<file path="src/rtl/wb_arbiter_2m.sv">
// Two-master / one-slave Wishbone arbiter: round-robin, grant locked for the whole CYC.
// Define WB_ARB_TIMEOUT_EN to enable the watchdog that aborts cycles the slave never acks.
module wb_arbiter_2m #(
  parameter int ADDRESS_LENGTH = 32,
  parameter int DATA_LENGTH    = 32,
  parameter int TIMEOUT_CYCLES = 64
) (
  input  logic                      clk,
  input  logic                      reset,
  input  logic                      m0_cyc,
  input  logic                      m0_stb,
  input  logic                      m0_we,
  input  logic [ADDRESS_LENGTH-1:0] m0_adr,
  input  logic [DATA_LENGTH-1:0]    m0_dat_w,
  output logic [DATA_LENGTH-1:0]    m0_dat_r,
  output logic                      m0_ack,
  output logic                      m0_err,
  input  logic                      m1_cyc,
  input  logic                      m1_stb,
  input  logic                      m1_we,
  input  logic [ADDRESS_LENGTH-1:0] m1_adr,
  input  logic [DATA_LENGTH-1:0]    m1_dat_w,
  output logic [DATA_LENGTH-1:0]    m1_dat_r,
  output logic                      m1_ack,
  output logic                      m1_err,
  output logic                      s_cyc,
  output logic                      s_stb,
  output logic                      s_we,
  output logic [ADDRESS_LENGTH-1:0] s_adr,
  output logic [DATA_LENGTH-1:0]    s_dat_w,
  input  logic [DATA_LENGTH-1:0]    s_dat_r,
  input  logic                      s_ack,
  output logic [1:0]                gnt
);

  typedef enum logic [1:0] {IDLE, GNT0, GNT1} state_t;

  state_t           state_reg;
  logic             last_reg;
  logic [1:0]       gnt_reg;
  logic             timeout;
  logic             release_now;
  logic [1:0]       cyc_vec;
  logic [1:0]       ack_vec;
  logic [1:0]       err_vec;
  logic [DATA_LENGTH-1:0] dat_r_vec [2];

  if (TIMEOUT_CYCLES < 2) begin : g_bad_timeout
    $error("TIMEOUT_CYCLES must be at least 2");
  end

  assign cyc_vec     = {m1_cyc, m0_cyc};
  assign release_now = |(gnt_reg & ~cyc_vec);
  assign gnt         = gnt_reg;

  // Slave side follows the owner; gating by gnt keeps the port quiet in IDLE.
  assign s_cyc   = (gnt_reg[0] & m0_cyc) | (gnt_reg[1] & m1_cyc);
  assign s_stb   = (gnt_reg[0] & m0_stb) | (gnt_reg[1] & m1_stb);
  assign s_we    = (gnt_reg[0] & m0_we)  | (gnt_reg[1] & m1_we);
  assign s_adr   = gnt_reg[0] ? m0_adr   : (gnt_reg[1] ? m1_adr   : '0);
  assign s_dat_w = gnt_reg[0] ? m0_dat_w : (gnt_reg[1] ? m1_dat_w : '0);

  for (genvar gi = 0; gi < 2; gi++) begin : g_resp
    assign ack_vec[gi]   = gnt_reg[gi] & s_ack;
    assign err_vec[gi]   = gnt_reg[gi] & timeout;
    assign dat_r_vec[gi] = gnt_reg[gi] ? s_dat_r : '0;
  end

  assign m0_ack   = ack_vec[0];
  assign m1_ack   = ack_vec[1];
  assign m0_err   = err_vec[0];
  assign m1_err   = err_vec[1];
  assign m0_dat_r = dat_r_vec[0];
  assign m1_dat_r = dat_r_vec[1];

`ifdef WB_ARB_TIMEOUT_EN
  localparam int CW = $clog2(TIMEOUT_CYCLES + 1);

  logic [CW-1:0] wdog_reg;

  // An ack in the limit cycle wins over the abort.
  assign timeout = (state_reg != IDLE) && s_stb && !s_ack &&
                   (wdog_reg == CW'(TIMEOUT_CYCLES - 1));

  always_ff @(posedge clk) begin
    if (reset) begin
      wdog_reg <= '0;
    end else if (state_reg == IDLE || s_ack || timeout || release_now) begin
      wdog_reg <= '0;
    end else if (s_stb) begin
      wdog_reg <= wdog_reg + CW'(1);
    end
  end
`else
  assign timeout = 1'b0;
`endif

  always_ff @(posedge clk) begin
    if (reset) begin
      state_reg <= IDLE;
      gnt_reg   <= 2'b00;
      last_reg  <= 1'b1;
    end else begin
      case (state_reg)
        IDLE: begin
          // On a tie, serve whoever did not go last.
          if (m0_cyc && (!m1_cyc || last_reg)) begin
            state_reg <= GNT0;
            gnt_reg   <= 2'b01;
            last_reg  <= 1'b0;
          end else if (m1_cyc) begin
            state_reg <= GNT1;
            gnt_reg   <= 2'b10;
            last_reg  <= 1'b1;
          end
        end
        GNT0, GNT1: begin
          if (release_now || timeout) begin
            state_reg <= IDLE;
            gnt_reg   <= 2'b00;
          end
        end
        default: begin
          state_reg <= IDLE;
          gnt_reg   <= 2'b00;
        end
      endcase
    end
  end

endmodule

</file>
<file path="config.mk">
export PLATFORM = sky130hd
export DESIGN_NAME = wb_arbiter_2m
export DESIGN_NICKNAME = d
export VERILOG_FILES = /design/src/rtl/wb_arbiter_2m.sv
export SDC_FILE = /design/constraint.sdc
export NUM_CORES = 1
export LEC_CHECK = 0
export CORE_AREA = 2 2 119 121
export CTS_CLUSTER_DIAMETER = 100
export DETAILED_ROUTE_END_ITERATION = 12
export DIE_AREA = 0 0 121 123
export GPL_TIMING_DRIVEN = 0
export PLACE_DENSITY_LB_ADDON = 0.12
export SLEW_MARGIN = 25
export SYNTH_ARGS = -nofsm -noshare
export SYNTH_HDL_FRONTEND = slang
export SYNTH_SLANG_ARGS = --single-unit
</file>
<file path="constraint.sdc">
create_clock -name clk -period 1.5 [get_ports clk]
set_input_delay 0.375 -clock clk [delete_from_list [all_inputs] [get_ports clk]]
set_output_delay 0.375 -clock clk [all_outputs]
set_load 0.05 [all_outputs]
</file>
==> results_dict.tcl, run 1 <==
set metrics [dict create \
    status "finished with violations" \
    violations "negative setup slack" \
    hold_buffers 0 \
    cp.required_ns 1.12 \
    cp.arrival_ns 1.35 \
    powerDensity_nw_per_um2 875 \
    grt_max_degree 11 \
    cellLeakagePower_nw 2.45 \
    drtIter0Drc 69 \
    syn-cell-area_um2 1320 \
    largest_reg_flops 2 \
    p_sw_frac 0.512 \
    vias 2669 \
    cts_buffer_depth 2 \
    hpwl_mm 9.06 \
    p_total_mw 4.73 \
    drt_first_pass_iters 4 \
    tns_ns -21.91 \
    p_clk_frac 0.091 \
    slowest_stage "dfxtp_4" \
    ys_seq_area_frac 0.0455 \
    dp_slack_ns -0.969 \
    area_growth_pct 310 \
    whs_ns 0.533 \
    cts_max_level 1 \
    finalSetupViolations 132 \
    min_period_ns 1.73 \
    wl_per_cell_um 16.0 \
    rsz0062_at_grt "yes" \
    fmax_ghz 0.579 \
    cp-end-kind "output pin" \
    die_h_um 123 \
    maxCapViolations 0 \
    grt_pass1_vias 2555 \
    drc 0 \
    routed_via_density 3.95 \
    gr-usage-all-layers 0.125 \
    finalCritPeriodShare 1.15 \
    synth_cell_types 20 \
    power_frac_comb 0.885 \
    slew_violations 0 \
    path_clk_slew_ns 0.03 \
    final-hold-violation-count 0 \
    core_area_um2 13600 \
    cts_root_buf "clkbuf_16" \
    path_class "reg -> out" \
    ant_nets 0 \
    drive_gt1_frac 0.616 \
    clock-sinks 3 \
    nets 666 \
    cts_tree "done" \
    ir_drop_mv 0.733 \
    grt-ovfl-total 0 \
    fp.dieArea_um2 14900 \
    start_util 0.0970 \
    ys_ff_latch 3 \
    power.internal_mw 2.31 \
    cp_cell_sequence "inv_4, nor2_4, buf_12, buf_12, a22o_4, buf_8" \
    critPathMaxFanout 10 \
    grt_pass1_wl_mm 14.7 \
    antenna_found_initial 0 \
    min_path_type "reg -> reg" \
    syn_area_per_cell_um2 7.33 \
    seqPwrFrac 0.024 \
    port_buffers 303 \
    antenna_cells 0 \
    fin_skew_ns 0.00371 \
    core.rowCount 43 \
    slowest_delay_ns 0.34 \
    netlist_instances 180 \
    power.switching_mw 2.42 \
    die_w_um 121 \
    clkLatencyLatePin_ns 0.23 \
    io_pins 306 \
    routabilityCongestion 0.716 \
    setup_slack_ns -0.228 \
    cp-start-kind "flip-flop" \
    cts_made_buffers 3 \
    crit_path_frequent_cell "buf_12" \
    ys_warn_count 0 \
    wirelength_mm 10.8 \
]
==> critical path, delay by kind of cell (launching register included) <==
family	cells	cell delay, ns
buf+inv	4	0.51
flops	1	0.34
compound gates	1	0.23
simple gates	1	0.04
==> synthesized netlist by cell type <==
master,count,area share
buf_2,18,0.068
o2bb2ai_1,1,0.0066
a311o_1,1,0.0076
o31ai_1,1,0.0057
nand3_1,1,0.0038
a22o_1,67,0.44
a31oi_1,2,0.0095
nor2_4,1,0.0085
clkbuf_1,3,0.0085
a221o_1,1,0.0076
ha_1,1,0.0095
buf_4,2,0.011
dfxtp_1,3,0.045
nand3b_1,2,0.011
nor3b_1,1,0.0057
conb_1,1,0.0028
and2_1,66,0.31
nand2b_1,3,0.014
a21oi_1,2,0.0076
inv_1,3,0.0085
==> final cells by class <==
cell class,count,area [um2]
clock buffer,4,78.8
sequential,3,67.6
tap,180,225
buffer,23,292
multi-input combinational,152,1470
inverter,3,13.8
timing repair buffer,310,3270
fill,1364,8200
==> layer usage <==
| metal | share of wire | up-vias | track usage |
|---|---|---|---|
| met5 | 0 | - | 0 |
| met4 | 0.0097 | 0 | 0.0182 |
| met3 | 0.072 | 8 | 0.0249 |
| met2 | 0.55 | 129 | 0.236 |
| met1 | 0.37 | 1223 | 0.149 |
| li1 | - | 1309 | - |
==> kinds of logic after synthesis <==
kind of cell / Yosys count / synth area share
compound gates: 75 / 0.489
simple gates: 74 / 0.356
buf+inv: 26 / 0.0967
flops: 3 / 0.0455
fa+ha+maj: 1 / 0.00948
other cells: 1 / 0.00284
==> placed cells by master (no fill, tap or decap), types with 2 or more instances in the layout <==
master           instances
buf_6                   89
a31oi_1                  2
dlymetal6s2s_1           3
a22o_2                  49
and2_4                  19
dfxtp_4                  2
dlygate4sd2_1            4
nand3b_1                 2
clkbuf_16                4
buf_8                   28
a22o_4                  17
clkdlybuf4s50_1        162
inv_1                    2
buf_4                   39
and2_2                  47
nand2b_1                 3
a21oi_1                  2
buf_12                   6
conb_1                   2
==> worst paths after layout <==
check,startpoint,endpoint,slack [ns],cells past startpoint
min,gnt[1],gnt[1],0.53,2
max,gnt[1],s_adr[27],-0.23,6
max reg2reg,gnt[0],gnt[1],-0.05,7
min reg2reg,gnt[1],gnt[1],0.53,2
==> power groups by stage <==
| stage | clock network, mW | logic, mW | registers, mW |
|---|---|---|---|
| after floorplan | 0 | 2.31 | 0.137 |
| after global placement | 0 | 3.76 | 0.111 |
| after detailed placement | 0 | 3.76 | 0.111 |
| after CTS | 0.434 | 3.91 | 0.111 |
| after global routing | 0.441 | 4.36 | 0.115 |
| final | 0.432 | 4.19 | 0.113 |
==> stage by stage <==
stage | area [um2] | util | instances
2_1_floorplan | 1610 | - | 181
3_3_place_gp | 4870 | 0.358 | 664
3_5_place_dp | 4870 | 0.358 | 664
4_1_cts | 4960 | 0.364 | 669
5_1_grt | 5410 | 0.398 | 675
6_report | 5410 | 0.398 | 675
==> what timing repair did <==
| action | in CTS | in global routing |
|---|---|---|
| setup endpoints to repair | 138 | 138 |
| gates cloned | 0 | 3 |
| pin swaps | 1 | 2 |
| buffers inserted | 1 | 3 |
| resized for setup | 875 | 148 |
(Power assumes the default switching activity.)
==> inputs of run 2 (changes only) <==
ABC_AREA = 1   (was unset)
CORE_AREA = 2 2 118 120   (was 2 2 119 121)
DIE_AREA = 0 0 120 122   (was 0 0 121 123)
==> run 2 against run 1 <==
Net effect:
- sequential cell count stayed put
- cell area is 26% higher
- sequential power is 27% higher
- the run still ends with negative setup slack left
- wire length is 20% higher
- synthesized cell count is 110% higher
- area after synthesis is 39% higher
- utilization is 11 points higher
- first-iteration DRC count is 16% higher
- via count is 33% higher
==> results_dict.tcl, run 2 <==
set metrics [dict create \
    synth_enable_flop_cells 0 \
    antenna_found_initial 0 \
    synthMostInstantiatedCell "nand2_1" \
    nets 881 \
    wirelength_mm 13.0 \
    grt_pass1_wl_mm 18.4 \
    drive_gt1_frac 0.520 \
    cp-start-kind "flip-flop" \
    grt_pass1_vias 3458 \
    clkLatencyLatePin_ns 0.22 \
    powerDensity_nw_per_um2 1190 \
    p_sw_frac 0.544 \
    r2r-start "gnt[1]" \
    seqPwrFrac 0.018 \
    critPathMaxFanout 10 \
    power.switching_mw 4.40 \
    final_cell_mix "162 x clkdlybuf4s50_1, 107 x buf_8, 107 x nand2_1, 83 x nand2_2, 42 x buf_6" \
    status "finished with violations" \
    hpwl_mm 9.99 \
    port_buffers 303 \
    min_period_ns 1.64 \
    io_pins 306 \
    reg2reg_to "gnt[1]" \
    path_clk_slew_ns 0.03 \
    core_area_um2 13500 \
    p_clk_frac 0.052 \
    min_from "last_reg" \
    netlist_instances 387 \
    die_w_um 120 \
    syn_area_per_cell_um2 4.75 \
    drt_first_pass_iters 6 \
    cts_made_buffers 3 \
    ys_ff_latch 3 \
    setup_slack_ns -0.141 \
    power.internal_mw 3.70 \
    r2r_slack_ns 0.10 \
    cts_buffer_depth 2 \
    ir_drop_mv 0.578 \
    cts_root_buf "clkbuf_16" \
    whs_ns 0.486 \
    largest_reg_flops 2 \
    routed_via_density 3.99 \
    core.rowCount 43 \
    cp.required_ns 1.12 \
    wl_per_cell_um 14.6 \
    ant_nets 0 \
    min_path_type "reg -> reg" \
    finish.utilization 0.504 \
    hold-path-endpoint "last_reg" \
    slew_violations 0 \
    ys_seq_area_frac 0.0327 \
    final_common_cell "clkdlybuf4s50_1" \
    die_h_um 122 \
    finalSetupViolations 133 \
    gr-usage-all-layers 0.157 \
    async_flop_share 0 \
    synth_commonest_cells "202 x nand2_1, 71 x inv_1, 55 x nand3_1, 13 x buf_4, 13 x buf_6" \
    syn-cell-area_um2 1840 \
    cellLeakagePower_nw 3.25 \
    rsz0062_at_grt "yes" \
    violations "negative setup slack" \
    clock-sinks 3 \
    synth_cell_types 19 \
    synth.top_cell.area_share 0.412 \
    cp.arrival_ns 1.27 \
    cts_max_level 1 \
    fin_skew_ns 0.00231 \
    cp-end-kind "output pin" \
    grt_max_degree 11 \
    final-hold-violation-count 0 \
    yosys.area.top_type "nand2_1" \
    grt-ovfl-total 0 \
    whs_path_depth 2 \
    maxCapViolations 0 \
    cts_tree "done" \
    synth.area.top_cells "nand2_1 41%, nand3_1 15%, inv_1 14%" \
    fp.dieArea_um2 14600 \
    antenna_cells 0 \
    area_growth_pct 270 \
    ff2ff_path_depth 8 \
    fmax_ghz 0.609 \
    drtIter0Drc 80 \
    power_frac_comb 0.930 \
    finalCritPeriodShare 1.09 \
    nFillCells 1322 \
    ys_warn_count 0 \
    routabilityCongestion 0.773 \
    ys.flop_type "dfxtp_1" \
    start_util 0.136 \
    drc 0 \
    path_class "reg -> out" \
    vias 3555 \
]
run 2: cell count changes in the layout (fill, tap and decap cells not counted), moves of 19 or more:
cell / before / now
nand2_1: 0 / 107
nand2_2: 0 / 83
buf_8: 28 / 107
a22o_2: 49 / 2
and2_2: 47 / 0
buf_6: 89 / 42
nand3_2: 0 / 39
buf_4: 39 / 7
inv_1: 2 / 33
nand3_1: 1 / 22
clkinvlp_4: 0 / 20
and2_4: 19 / 0
run 2: per-layer routing:
layer | wire length, um | up-vias | part of all wire | GRT usage
met4 | 7 | 0 | 0.00054 | 0.0110
met2 | 7370 | 155 | 0.57 | 0.315
met5 | 0 | - | 0 | 0
met3 | 1050 | 2 | 0.081 | 0.0384
li1 | - | 1797 | - | -
met1 | 4600 | 1601 | 0.35 | 0.172
run 2: final cells by class:
cell class / instances / area [um2] / area share
Multi-Input combinational cell: 282 / 1750 / 0.257
Tap cell: 180 / 225 / 0.0331
Inverter: 72 / 355 / 0.0522
Timing Repair Buffer: 318 / 3830 / 0.564
Buffer: 31 / 489 / 0.0719
Clock buffer: 4 / 78.8 / 0.0116
Sequential cell: 3 / 67.6 / 0.00993
run 2: stage by stage:
| step | TNS, ns | setup WS [ns] | instances | power (mW) | cell area [um2] |
|---|---|---|---|---|---|
| after floorplan | 0 | 0.00698 | 388 | 3.90 | 2090 |
| after global placement | -87.04 | -0.833 | 871 | 5.97 | 5350 |
| after detailed placement | -87.69 | -0.864 | 871 | 5.98 | 5350 |
| after CTS | -15.87 | -0.188 | 886 | 7.34 | 5980 |
| after global routing | -17.85 | -0.178 | 890 | 8.47 | 6800 |
| final | -11.52 | -0.141 | 890 | 8.10 | 6800 |
run 2: kinds of logic after synthesis:
group	share of synthesized area
other	0.00204
DFF	0.0327
buffers and inverters	0.301
adders and majority gates	0.00680
and+or+nand+nor	0.631
AOI/OAI and AO/OA	0.0259
run 2: how the worst max path moves through the flow:
stage	startpoint	end	slack, ns	cells past startpoint
after global placement	m1_cyc	s_cyc	-0.83	4
after floorplan	gnt[1]	m1_dat_r[28]	0.007	4
after CTS	gnt[0]	s_dat_w[6]	-0.19	7
after detailed placement	m1_cyc	s_cyc	-0.86	4
final	gnt[0]	s_stb	-0.14	4
after global routing	gnt[0]	s_dat_w[3]	-0.18	6
run 2: critical path: stages, from the launching register on:
cell	delay (ns)
dfxtp_4	0.37
clkbuf_16	0.18
buf_12	0.14
a22o_2	0.21
buf_6	0.15
run 2: timing repair:
item / in CTS / in global routing
hold buffers: 0 / 0
cloned: 5 / 5
endpoints found under the setup margin: 135 / 137
pin swaps: 13 / 22
resized for setup: 987 / 236
buffers inserted: 6 / 1
run 2: power groups by stage:
| stage | Combinational (mW) | Clock, mW | Sequential (mW) |
|---|---|---|---|
| 2_1_floorplan | 3.74 | 0 | 0.165 |
| 3_3_place_gp | 5.84 | 0 | 0.124 |
| 3_5_place_dp | 5.86 | 0 | 0.125 |
| 4_1_cts | 6.77 | 0.428 | 0.138 |
| 5_1_grt | 7.89 | 0.437 | 0.148 |
| 6_report | 7.53 | 0.422 | 0.143 |
